`src/rtl/csu_dac_controller.sv`:
```
// Digital front end for the current-steering DAC current source unit:
// power sequencing, testbus select, and code segmentation with cell redundancy.
module csu_dac_controller #(
    parameter int SETTLE_CYCLES = 64,
    parameter int DRAIN_CYCLES  = 4
) (
    input  logic        clk,
    input  logic        rst,
    input  logic        en,
    input  logic        supply_ok,
    input  logic [1:0]  atb_sel,
    input  logic        bad_cell_en,
    input  logic [4:0]  bad_cell_idx,
    input  logic        lsb_red_en,
    input  logic [10:0] code,
    input  logic        code_valid,
    output logic        code_ready,
    output logic        pdb,
    output logic [1:0]  atb_ena,
    output logic [16:0] therm_sel,
    output logic [5:0]  bin_sel,
    output logic        bin0_red_sel,
    output logic        active,
    output logic        fault,
    output logic        sat
);

    localparam int CNT_MAX = (SETTLE_CYCLES > DRAIN_CYCLES) ? SETTLE_CYCLES : DRAIN_CYCLES;
    localparam int CW      = $clog2(CNT_MAX + 1);
    localparam logic [CW-1:0] SETTLE_LAST = CW'(SETTLE_CYCLES - 1);
    localparam logic [CW-1:0] DRAIN_LAST  = CW'(DRAIN_CYCLES - 1);

    typedef enum logic [2:0] {S_OFF, S_PWRUP, S_ACTIVE, S_DRAIN, S_FAULT} state_t;

    state_t        state_q, state_d;
    logic [CW-1:0] cnt_q, cnt_d;
    logic          bad_en_q, bad_en_d;
    logic [4:0]    idx_q, idx_d;
    logic          lsb_red_q, lsb_red_d;
    logic [16:0]   therm_q, therm_d;
    logic [5:0]    bin_q, bin_d;
    logic          red_q, red_d;
    logic          sat_q, sat_d;
    logic [1:0]    atb_q, atb_d;

    always_ff @(posedge clk) begin
        if (rst) begin
            state_q   <= S_OFF;
            cnt_q     <= '0;
            bad_en_q  <= 1'b0;
            idx_q     <= '0;
            lsb_red_q <= 1'b0;
            therm_q   <= '0;
            bin_q     <= '0;
            red_q     <= 1'b0;
            sat_q     <= 1'b0;
            atb_q     <= '0;
        end else begin
            state_q   <= state_d;
            cnt_q     <= cnt_d;
            bad_en_q  <= bad_en_d;
            idx_q     <= idx_d;
            lsb_red_q <= lsb_red_d;
            therm_q   <= therm_d;
            bin_q     <= bin_d;
            red_q     <= red_d;
            sat_q     <= sat_d;
            atb_q     <= atb_d;
        end
    end

    // Next state; the counter restarts from zero on every state entry.
    always_comb begin
        state_d   = state_q;
        cnt_d     = '0;
        bad_en_d  = bad_en_q;
        idx_d     = idx_q;
        lsb_red_d = lsb_red_q;
        case (state_q)
            S_OFF: begin
                if (en && supply_ok) begin
                    state_d   = S_PWRUP;
                    bad_en_d  = bad_cell_en;
                    idx_d     = bad_cell_idx;
                    lsb_red_d = lsb_red_en;
                end
            end
            S_PWRUP: begin
                if (!supply_ok)                state_d = S_FAULT;
                else if (!en)                  state_d = S_OFF;
                else if (cnt_q == SETTLE_LAST) state_d = S_ACTIVE;
                else                           cnt_d   = cnt_q + 1'b1;
            end
            S_ACTIVE: begin
                if (!supply_ok) state_d = S_FAULT;
                else if (!en)   state_d = S_DRAIN;
            end
            S_DRAIN: begin
                if (!supply_ok)               state_d = S_FAULT;
                else if (cnt_q == DRAIN_LAST) state_d = S_OFF;
                else                          cnt_d   = cnt_q + 1'b1;
            end
            S_FAULT: begin
                if (!en) state_d = S_OFF;
            end
            default: state_d = S_OFF;
        endcase
    end

    always_comb begin
        pdb        = (state_q == S_PWRUP) || (state_q == S_ACTIVE) || (state_q == S_DRAIN);
        code_ready = (state_q == S_ACTIVE);
        active     = (state_q == S_ACTIVE);
        fault      = (state_q == S_FAULT);
    end

    // Segmentation of the incoming code and select register update.
    logic [10:0] code_s;
    logic [4:0]  therm_cnt;
    logic [16:0] therm_new;
    logic [5:0]  bin_new;
    logic        red_new;
    logic        xfer;

    always_comb begin
        code_s    = (code > 11'd1024) ? 11'd1024 : code;
        therm_cnt = code_s[10:6];
        therm_new = '0;
        for (int k = 0; k < 16; k++) therm_new[k] = (5'(k) < therm_cnt);
        if (bad_en_q && !idx_q[4]) begin
            therm_new[16]         = therm_new[idx_q[3:0]];
            therm_new[idx_q[3:0]] = 1'b0;
        end
        bin_new = code_s[5:0];
        red_new = 1'b0;
        if (lsb_red_q) begin
            red_new    = code_s[0];
            bin_new[0] = 1'b0;
        end
        xfer = code_valid && code_ready;

        therm_d = therm_q;
        bin_d   = bin_q;
        red_d   = red_q;
        sat_d   = sat_q;
        if (state_d != S_ACTIVE) begin
            therm_d = '0;
            bin_d   = '0;
            red_d   = 1'b0;
            sat_d   = 1'b0;
        end else if (xfer) begin
            therm_d = therm_new;
            bin_d   = bin_new;
            red_d   = red_new;
            sat_d   = (code > 11'd1024);
        end

        atb_d = (state_d == S_PWRUP || state_d == S_ACTIVE || state_d == S_DRAIN) ? atb_sel : 2'b00;
    end

    assign therm_sel    = therm_q;
    assign bin_sel      = bin_q;
    assign bin0_red_sel = red_q;
    assign sat          = sat_q;
    assign atb_ena      = atb_q;

endmodule

```
`config.mk`:
```
export PLATFORM = sky130hd
export DESIGN_NAME = csu_dac_controller
export DESIGN_NICKNAME = d
export VERILOG_FILES = /design/src/rtl/csu_dac_controller.sv
export SDC_FILE = /design/constraint.sdc
export NUM_CORES = 1
export LEC_CHECK = 0
export ABC_AREA = 1
export BUFFER_PORTS_ARGS = -buffer_cell sky130_fd_sc_hd__buf_2
export CORE_ASPECT_RATIO = 0.7
export CORE_MARGIN = 2
export CORE_UTILIZATION = 53
export DETAILED_ROUTE_END_ITERATION = 16
export PLACE_DENSITY = 0.81
export SLEW_MARGIN = 30
export SYNTH_ARGS = -nofsm -noshare
export SYNTH_HDL_FRONTEND = slang
export SYNTH_SLANG_ARGS = --single-unit
```
`constraint.sdc`:
```
create_clock -name clk -period 2.3 [get_ports clk]
set_input_delay 0.345 -clock clk [delete_from_list [all_inputs] [get_ports clk]]
set_output_delay 0.345 -clock clk [all_outputs]
set_load 0.01 [all_outputs]
```
After elaboration in Yosys (flattened, before gate mapping)
Cells that the tools add are included.
{"block": "totals", "in_bits": 25, "register_bits": 44, "out_inout_bits": 31, "elab_cells": 80}
{"block": "op_classes", "n_mux": 24, "bitwise_logic": 3, "add_sub_neg": 1, "eq_ne": 10, "n_lt_le_gt_ge": 19, "n_reduce_logical": 13}
{"operator": "< comparator 4 x 5 -> 1 bit (first input constant)", "count": 8}
{"operator": "2-to-1 mux 7 bit", "count": 5}
{"operator": "2-to-1 mux 3 bit", "count": 9}
{"operator": "< comparator 3 x 5 -> 1 bit (first input constant)", "count": 4}
{"operator": "AND 17 bit", "count": 1}
{"operator": "2-to-1 mux 17 bit", "count": 1}
{"operator": "inverter 16 -> 17 bit", "count": 1}
{"operator": "case mux 3 bit (5 select lines)", "count": 1}
{"operator": "case mux 7 bit (2 select lines)", "count": 1}
{"operator": "== test 3 x 2 -> 1 bit (second input constant)", "count": 4}
{"operator": "> comparator 11 bit (second input constant)", "count": 1}
{"operator": "2-to-1 mux 11 bit", "count": 1}
{"operator": "< comparator 1 x 5 -> 1 bit (first input constant)", "count": 2}
{"operator": "< comparator 2 x 5 -> 1 bit (first input constant)", "count": 2}
{"operator": "adder 7 x 1 -> 7 bit (second input constant)", "count": 1}
{"operator": "== test 7 x 2 -> 1 bit (second input constant)", "count": 1}
{"operator": "== test 7 x 6 -> 1 bit (second input constant)", "count": 1}
{"operator": "== test 3 x 1 -> 1 bit (second input constant)", "count": 2}
{"operator": "< comparator 4 x 6 -> 1 bit (second input constant)", "count": 1}
{"operator": "binary-select mux 1 bit (select 4 bit)", "count": 1}
{"operator": "demux 1 bit (select 4 bit)", "count": 1}
{"operator": "greater-or-equal comparator 4 x 1 -> 1 bit (second input constant)", "count": 1}
{"operator": "logical AND 1 bit", "count": 4}
{"operator": "logical OR 1 bit", "count": 4}
{"operator": "8 further kinds", "count": 12}

Depth between registers and ports, before layout
Gate-level depths: netlist of run 1.
{"block": "logic_depth", "word_depth": 10, "mapped_depth": 11, "ltp_nobuf": 11}

Worst setup path after synthesis of run 1
OpenSTA, ideal clock, no wires.
{"block": "synth_path", "path_type": "flip-flop to flip-flop", "start": "register cnt_q[0]", "end": "register therm_q[13], in the netlist therm_sel[13]", "setup_time_ns": 0.066, "path_buffers": 1, "t_arrival_ns": 1.553, "t_required_ns": 2.234, "slack_ns": 0.681, "synth_period_minus_slack_ns": 1.619, "stages_incl_launch_ff": 11, "cell_sequence": "dfxtp_1 -> ha_1 -> nand3_2 -> nor3b_2 -> nand2_2 -> nand2_1 -> nand2_2 -> nor3_4 -> nand2_4 -> buf_6 -> a21oi_2"}
{"block": "synth_between", "elab_chain_len": 7, "word_cells_on_any_way": 10, "classes_between": "eq/ne: 3; mux: 6; reduce/logical: 1"}
{"item": "from (decl)", "line": "36", "rtl": "logic [CW-1:0] cnt_q, cnt_d;"}
{"item": "from (signal assigned)", "line": "60", "rtl": "cnt_q <= cnt_d;"}
{"item": "== test 7 x 6 -> 1 bit", "line": "91", "rtl": "else if (cnt_q == SETTLE_LAST) state_d = S_ACTIVE;"}
{"item": "2-to-1 mux 3 bit", "line": "91"}
{"item": "2-to-1 mux 3 bit", "line": "90", "rtl": "else if (!en) state_d = S_OFF;"}
{"item": "2-to-1 mux 3 bit", "line": "89", "rtl": "if (!supply_ok) state_d = S_FAULT;"}
{"item": "case mux 3 bit (5 select lines) *", "line": "79", "rtl": "case (state_q)"}
{"item": "inequality test 3 x 2 -> 1 bit *", "line": "146", "rtl": "if (state_d != S_ACTIVE) begin"}
{"item": "OR reduction 2 bit (no line) *"}
{"item": "to (signal assigned)", "line": "64", "rtl": "therm_q <= therm_d;"}
{"item": "to (decl)", "line": "40", "rtl": "logic [16:0] therm_q, therm_d;"}
Mark *: on every way between the ends. The rest lies on a longest branch, timed or not.
A chain may end at the register's enable or synchronous reset.

Final worst setup path of run 1
{"block": "layout_path", "start": "register cnt_q[0]", "end": "register bin_q[1], in the netlist bin_sel[1]"}
{"block": "layout_between", "elab_chain_len": 7, "word_cells_on_any_way": 10, "classes_between": "eq/ne: 3; mux: 6; reduce/logical: 1"}
{"item": "== test 7 x 6 -> 1 bit", "line": "91"}
{"item": "2-to-1 mux 3 bit", "line": "91"}
{"item": "2-to-1 mux 3 bit", "line": "90"}
{"item": "2-to-1 mux 3 bit", "line": "89"}
{"item": "case mux 3 bit (5 select lines) *", "line": "79"}
{"item": "inequality test 3 x 2 -> 1 bit *", "line": "146"}
{"item": "OR reduction 2 bit (no line) *"}
{"item": "to (signal assigned)", "line": "65", "rtl": "bin_q <= bin_d;"}
{"item": "to (decl)", "line": "41", "rtl": "logic [5:0] bin_q, bin_d;"}
Marks and branches as above.

==> out/summary.log, run 1 <==
qor: outcome.outcome finished, final reports clean
qor: cells_and_area.area_growth 17.56%
qor: logic_synthesis.synth_seq_cells 44
qor: power_and_ir_drop.power.share.combinational 0.096
qor: drt.antenna_violating_nets_post_route 0
qor: min_path.hold_path_startpoint atb_sel[1]
qor: timing.achievable-frequency 514.9 MHz
qor: drt.route.detailed.vias_per_inst 5.182
qor: worst_setup_path.cp_data_required_time 2.54 ns
qor: floorplan.floorplan.io_pins 56
qor: global_routing.wire_length_of_the_first_global_routing_pass 9018 um
qor: drt.finalWirelength 5286 um
qor: logic_synthesis.netlist_top_cells_area dfxtp_1 (40%), nand2_1 (10%), inv_1 (6.4%)
qor: worst_setup_path.crit_slowest_cell dfxtp_1
qor: floorplan.floorplan.die.height 58.19 um
qor: min_path.hold_path_depth 3
qor: drt.dr.first_iter.drc_count 180
qor: timing.setup_violations 0
qor: drt.drc_errors 0
qor: logic_synthesis.syn_area_per_cell 7.172 um^2
qor: timing.skew 0.007912 ns
qor: logic_synthesis.seq_area_frac_synth 0.3962
qor: place.placer_congestion_estimate 0.9067
qor: flow_run.cap_viol_max_count 0
qor: floorplan.design.core.area 3970 um^2
qor: min_path.hold_class in2reg
qor: timing.timing.final.crit_period 1.942 ns
qor: clock_tree.cts-buffers-inserted 5
qor: cells_and_area.design_area 2614 um^2
qor: power_and_ir_drop.power.static_leakage 0.001126 uW
qor: timing.relSlewSlack 0.5967
qor: power_and_ir_drop.seq_power_share 0.551
qor: logic_synthesis.yosys_most_used_dff dfxtp_1
qor: timing.timing_worst_slew_pin_value 0.6004 ns
qor: logic_synthesis.synth-edff-count 0
qor: clock_tree.worst_skew_pair.late_latency 0.31 ns
qor: worst_setup_path.worstRegToRegCells 9
qor: global_routing.first_global_vias 1975
qor: worst_setup_path.critPathMaxStageDelay 0.37 ns
qor: clock_tree.post_cts_buffers 0
qor: power_and_ir_drop.p_int 1059 uW
qor: drt.dr.pass1.iters 5
qor: logic_synthesis.async_reset_ff_frac 0
qor: cells_and_area.final_net_count 391
qor: worst_setup_path.critical_path.max_fanout 24
qor: clock_tree.clock_sinks 44
qor: global_routing.global_route_overflow 0
qor: power_and_ir_drop.switchingPower 366.1 uW
qor: place.dpl.hpwl 3997 um
qor: worst_setup_path.cp-start-kind flip-flop
qor: cells_and_area.fill_cells 352
qor: place.port-buffer-count 55
qor: clock_tree.postCtsResizedCells 0
qor: logic_synthesis.post-synth-top-area-fraction 0.3962
qor: clock_tree.postCtsHoldBufs 0
qor: worst_setup_path.end_kind flip-flop
qor: drt.total_number_of_vias 2166
qor: power_and_ir_drop.switching_share 0.2569
qor: cells_and_area.finalCoreUtilization 0.6584
qor: power_and_ir_drop.total_power 1425 uW
qor: floorplan.floorplan.initialDensity 0.5600
qor: clock_tree.cts_tree built
qor: power_and_ir_drop.power.density_cell_area 545.1 nW/um^2
qor: worst_setup_path.worstReg2RegEnd bin_sel[1]
qor: worst_setup_path.cell_occurring_most_often_along_the_worst_timing_path nand2_2
qor: worst_setup_path.worstPathCellList ha_1 > nand3_2 > nor3b_2 > nand2_2 > nand2_1 > nand2_2 > nor3_4 > nand2_4 > a21oi_1
qor: power_and_ir_drop.vdd_drop_max 0.4280 mV
qor: floorplan.fp.dieW 81.42 um
qor: cells_and_area.post_route_cells_drive_above_1_share 0.2705
qor: logic_synthesis.yosysWarnings 0
qor: timing.final-hold-violation-count 0
qor: timing.final.period_utilization 0.8444
qor: worst_setup_path.setup.worst_path.class reg2reg
qor: timing.tns 0 ns
qor: cells_and_area.leading_cell_types_in_the_layout_fill_and_taps_excluded nand2_1 (62), buf_2 (55), dfxtp_1 (44), inv_1 (38), nor2_1 (37)
qor: power_and_ir_drop.power.share.clock 0.353
qor: clock_tree.path_clk_slew 0.08 ns
qor: global_routing.global_route.usage.total 0.2519
qor: timing.holdWs 0.2463 ns
qor: worst_setup_path.critPathTopFamily simple AND/OR/NAND/NOR gates
qor: place.placement.cell_area 2521 um^2
qor: global_routing.antenna_violations_before_repair 0
qor: logic_synthesis.syn_nets 336
qor: worst_setup_path.r2r-start cnt_q[0]
qor: logic_synthesis.yosysUniqueCellTypes 38
qor: min_path.worstHoldEndpoint atb_ena[1]
qor: clock_tree.root_buffer clkbuf_8
qor: timing.grt_setup_unrepaired false
qor: global_routing.pin_count_of_the_biggest_net_entering_global_routing 27
qor: drt.post_drt_wl_per_cell 12.65 um
qor: clock_tree.ctsHtreeMaxLevel 2
qor: cells_and_area.antenna-diode-count 0
qor: logic_synthesis.synth_area_leader_cell dfxtp_1
qor: floorplan.core.rowCount 19
qor: worst_setup_path.worst_ep_arrival_time 2.18 ns
qor: clock_tree.cts-root-to-sink-buffers 2
qor: worst_setup_path.reg2reg_slack 0.36 ns
qor: logic_synthesis.synth_cells 310
qor: cells_and_area.layout.cells.most_common nand2_1
qor: logic_synthesis.synthesis.area 2223 um^2
qor: timing.report.final.slew_viol_count 0
qor: floorplan.floorplan.die_area 4738 um^2
qor: worst_setup_path.path_buf_inv 0
[worst reg2reg max path, stage by stage, from the launching register on]
cell and delay, ns:
dfxtp_1 0.37, ha_1 0.25, nand3_2 0.12, nor3b_2 0.23, nand2_2 0.10, nand2_1 0.08
nand2_2 0.07, nor3_4 0.17, nand2_4 0.27, a21oi_1 0.22
[power groups by stage]
stage | clock [uW] | combinational, uW | sequential (uW)
2_1_floorplan | 0 | 81.0 | 800
3_3_place_gp | 0 | 133 | 803
3_5_place_dp | 0 | 133 | 803
4_1_cts | 508 | 135 | 785
5_1_grt | 549 | 155 | 787
6_report | 503 | 137 | 785
[sequential cells by signal (all words and copies together), names as in the netlist]
name	count
bin_sel	6
lsb_red_q	1
cnt_q	7
sat	1
bin0_red_sel	1
bad_en_q	1
atb_ena	2
state_q	3
therm_sel	17
idx_q	5
[logic make-up (layout without fill, tap and decap cells)]
group	after synthesis	count (layout)	synth area share
xor+xnor	3	3	0.01182
compound gates	61	61	0.1773
fa+ha+maj	1	1	0.005627
buf+inv	49	105	0.09173
flops	44	44	0.3962
simple gates	152	152	0.3174
[worst max-delay path by stage]
stage	start	to	slack, ns	cells after the start
after global routing	cnt_q[0]	bin_sel[4]	0.13	11
final	cnt_q[0]	bin_sel[1]	0.36	9
after global placement	cnt_q[0]	bin0_red_sel	0.50	11
after detailed placement	cnt_q[0]	bin_sel[0]	0.36	9
after CTS	cnt_q[0]	bin_sel[1]	0.34	9
after floorplan	cnt_q[0]	therm_sel[13]	0.68	10
[area by class of cell]
type                            instances  area (um^2)  share of cell area
Clock buffer                            6        82.58             0.03159
Clock inverter                          2        10.01            0.003830
Inverter                               41        153.9             0.05888
Multi-Input combinational cell        217         1139              0.4356
Sequential cell                        44        880.8              0.3370
Tap cell                               52        65.06             0.02489
Timing Repair Buffer                   56        282.8              0.1082
[per-layer routing]
layer	global-route usage	up-vias	share of wire
li1	-	1127	-
met1	0.3583	951	0.50
met2	0.3630	80	0.40
met3	0.09502	8	0.085
met4	0.05569	0	0.014
met5	0	-	0
[per-stage QoR]
stage | worst slack [ns] | std cells
global placement | 0.4957 | 410
floorplan | 0.6813 | 310
detailed placement | 0.3648 | 410
CTS | 0.3445 | 418
global route | 0.1288 | 418
finish | 0.3578 | 418
[synthesized netlist by cell type, types with 3 or more instances]
master    count
nand4_1       4
inv_2         3
a21oi_2      14
nor2_1       37
inv_1        38
nor3_1        6
nand3_1      25
o21ai_0      15
a21oi_1      17
nand2_1      62
a211oi_1      3
dfxtp_1      44
nor2_2        6
clkbuf_1      4
Power figures use the tool's default switching activity.
==> run 2: changes to the inputs <==
--- a/config.mk
+++ b/config.mk
@@ -9,9 +9,9 @@
 export BUFFER_PORTS_ARGS = -buffer_cell sky130_fd_sc_hd__buf_2
 export CORE_ASPECT_RATIO = 0.7
 export CORE_MARGIN = 2
-export CORE_UTILIZATION = 53
+export CORE_UTILIZATION = 47
 export DETAILED_ROUTE_END_ITERATION = 16
-export PLACE_DENSITY = 0.81
+export PLACE_DENSITY = 0.76
 export SLEW_MARGIN = 30
 export SYNTH_ARGS = -nofsm -noshare
 export SYNTH_HDL_FRONTEND = slang
==> constraint.sdc (replaced) <==
create_clock -name clk -period 1.6 [get_ports clk]
set_input_delay 0.24 -clock clk [delete_from_list [all_inputs] [get_ports clk]]
set_output_delay 0.24 -clock clk [all_outputs]
set_load 0.01 [all_outputs]
==> run 2 against run 1 <==
Compared with the run above: first-iteration DRC count decreased by 20%; via count up 7.9%; cell count is 6.0% higher; the run now ends with setup timing left; hold slack got worse by 0.10 ns.
==> out/summary.log, run 2 (synthesized netlist as in run 1, its figures left out) <==
qor: outcome.outcome finished with violations
qor: outcome.failed_checks setup timing
qor: timing.timing.final.crit_period 1.674 ns [-0.2682 ns]
qor: worst_setup_path.setup.worst_path.class reg2reg
qor: drt.antenna_violating_nets_post_route 0 [unchanged]
qor: clock_tree.worst_skew_pair.late_latency 0.30 ns [about the same]
qor: place.port-buffer-count 55 [unchanged]
qor: timing.achievable-frequency 597.4 MHz [+16%]
qor: timing.setup_violations 27 [+27]
qor: cells_and_area.layout.cells.most_common nand2_1
qor: cells_and_area.fill_cells 407 [+16%]
qor: timing.final-hold-violation-count 0 [unchanged]
qor: timing.final.period_utilization 1.046 [+0.2018]
qor: cells_and_area.finalCoreUtilization 0.6545 [-0.003873]
qor: global_routing.global_route_overflow 0 [unchanged]
qor: timing.grt_setup_unrepaired true
qor: worst_setup_path.critical_path.max_fanout 12 [-50%]
qor: clock_tree.cts-root-to-sink-buffers 2 [unchanged]
qor: clock_tree.cts_tree built
qor: global_routing.first_global_vias 2059 [+4.3%]
qor: flow_run.cap_viol_max_count 0 [unchanged]
qor: place.placer_congestion_estimate 0.9808 [+8.2%]
qor: place.dpl.hpwl 4368 um [+9.3%]
qor: timing.skew 0.006011 ns [-0.001901 ns]
qor: power_and_ir_drop.power.static_leakage 0.001291 uW [+15%]
qor: worst_setup_path.worst_ep_arrival_time 1.93 ns [-0.25 ns]
qor: global_routing.antenna_violations_before_repair 0 [unchanged]
qor: clock_tree.clock_sinks 44 [unchanged]
qor: cells_and_area.post_route_cells_drive_above_1_share 0.3351 [+0.06456]
qor: cells_and_area.largest_register_ffs 17 [unchanged]
qor: worst_setup_path.end_kind flip-flop
qor: min_path.hold_class in2reg
qor: drt.dr.pass1.iters 5 [unchanged]
qor: cells_and_area.final_net_count 413 [+5.6%]
qor: drt.post_drt_wl_per_cell 13.15 um [+4.0%]
qor: drt.drc_errors 0 [unchanged]
qor: drt.route.detailed.vias_per_inst 5.275 [+1.8%]
qor: clock_tree.postCtsHoldBufs 0 [unchanged]
qor: clock_tree.path_clk_slew 0.08 ns [about the same]
qor: timing.holdWs 0.1442 ns [-0.1021 ns]
qor: floorplan.fp.dieW 86.21 um [+5.9%]
qor: place.preCtsSetupSlack -0.1234 ns [-0.4882 ns]
qor: floorplan.floorplan.initialDensity 0.4992 [-0.06088]
qor: floorplan.floorplan.io_pins 56 [unchanged]
qor: clock_tree.cts-buffers-inserted 5 [unchanged]
qor: timing.timing_worst_slew_pin_value 0.4550 ns [-0.1454 ns]
qor: power_and_ir_drop.vdd_drop_max 0.6484 mV [+51%]
qor: floorplan.floorplan.die_area 5305 um^2 [+12%]
qor: clock_tree.ctsHtreeMaxLevel 2 [unchanged]
qor: power_and_ir_drop.power.density_cell_area 779.4 nW/um^2 [+43%]
qor: timing.relSlewSlack 0.6928 [+0.09616]
qor: drt.finalWirelength 5826 um [+10%]
qor: global_routing.global_route.usage.total 0.2351 [-0.01679]
qor: drt.dr.first_iter.drc_count 144 [-20%]
qor: cells_and_area.area_growth 31.12%
qor: floorplan.design.core.area 4454 um^2 [+12%]
qor: cells_and_area.leading_cell_types_in_the_layout_fill_and_taps_excluded nand2_1 (61), buf_2 (55), dfxtp_1 (42), inv_1 (38), nor2_1 (35)
qor: worst_setup_path.cp-start-kind flip-flop
qor: floorplan.core.rowCount 20 [+1]
qor: worst_setup_path.cp_data_required_time 1.85 ns [-0.69 ns]
qor: drt.total_number_of_vias 2337 [+7.9%]
qor: timing.report.final.slew_viol_count 0 [unchanged]
qor: cells_and_area.antenna-diode-count 0 [unchanged]
qor: timing.finalWorstSetupSlack -0.07402 ns [-0.4318 ns]
qor: global_routing.pin_count_of_the_biggest_net_entering_global_routing 25 [-7.4%]
qor: floorplan.floorplan.die.height 61.55 um [+5.8%]
qor: clock_tree.root_buffer clkbuf_8
qor: global_routing.wire_length_of_the_first_global_routing_pass 9660 um [+7.1%]
-- run 2: cell types whose count changed in the layout (fill, tap and decap cells not counted), sizes merged --
cell    change
buf        +22
bufinv      +1
clkbuf      +1
clkinv      -2
-- run 2: cell type report --
type,instances,area [um^2],area share
clock buffers,7,96.34,0.03305
clock inverters,1,30.03,0.01030
inverters,41,153.9,0.05279
multi-input cells,217,1194,0.4094
flip-flops and latches,44,883.3,0.3030
well taps,55,68.82,0.02361
repair buffers,78,489.2,0.1678
-- run 2: stage by stage --
step	total power (uW)	instance area [um^2]	cells	setup TNS, ns
floorplan	1267	2231	310	0
global placement	1360	2701	431	0
detailed placement	1362	2701	431	-2.233
CTS	2274	2880	442	-2.672
global route	2352	2915	443	-4.211
finish	2272	2915	443	-1.467
-- run 2: critical path: stages, from the launching register on --
cell and delay [ns]:
dfxtp_2 0.36, ha_4 0.15, nand3_4 0.09, nor3b_4 0.20
nand2_2 0.10, nand2_2 0.07, nand2_2 0.07, nor3_4 0.19
nand2_4 0.10, buf_12 0.16, inv_2 0.05, nand2_1 0.04
inv_1 0.04
-- run 2: path summary, 6_finish.rpt --
kind	from	to	slack [ns]	cells after the start
max	cnt_q[1]	bin0_red_sel	-0.07	12
min	atb_sel[0]	atb_ena[0]	0.14	3
max reg2reg	cnt_q[1]	bin0_red_sel	-0.07	12
min reg2reg	therm_sel[12]	therm_sel[12]	0.47	2
-- run 2: per-layer routing --
layer / GRT usage / wire length (um) / up-vias
met5: 0 / 0 / -
met3: 0.04960 / 406 / 7
met1: 0.3361 / 2827 / 1074
li1: - / - / 1168
met2: 0.3710 / 2530 / 88
met4: 0.05357 / 62 / 0
-- run 2: timing repair --
item                                   4_1_cts  5_1_grt
resized for setup                            8        5
setup endpoints to repair                   27       28
pin swaps                                    4        7
endpoints found under the hold margin        0        0
cloned                                       0        0
buffers inserted                             3        1
-- run 2: power by group --
group | total, uW | leakage [uW] | switching [uW] | internal (uW)
clock network | 921 | 0.0000645 | 370 | 551
logic | 224 | 0.000870 | 139 | 84.2
registers | 1130 | 0.000357 | 17.1 | 1110
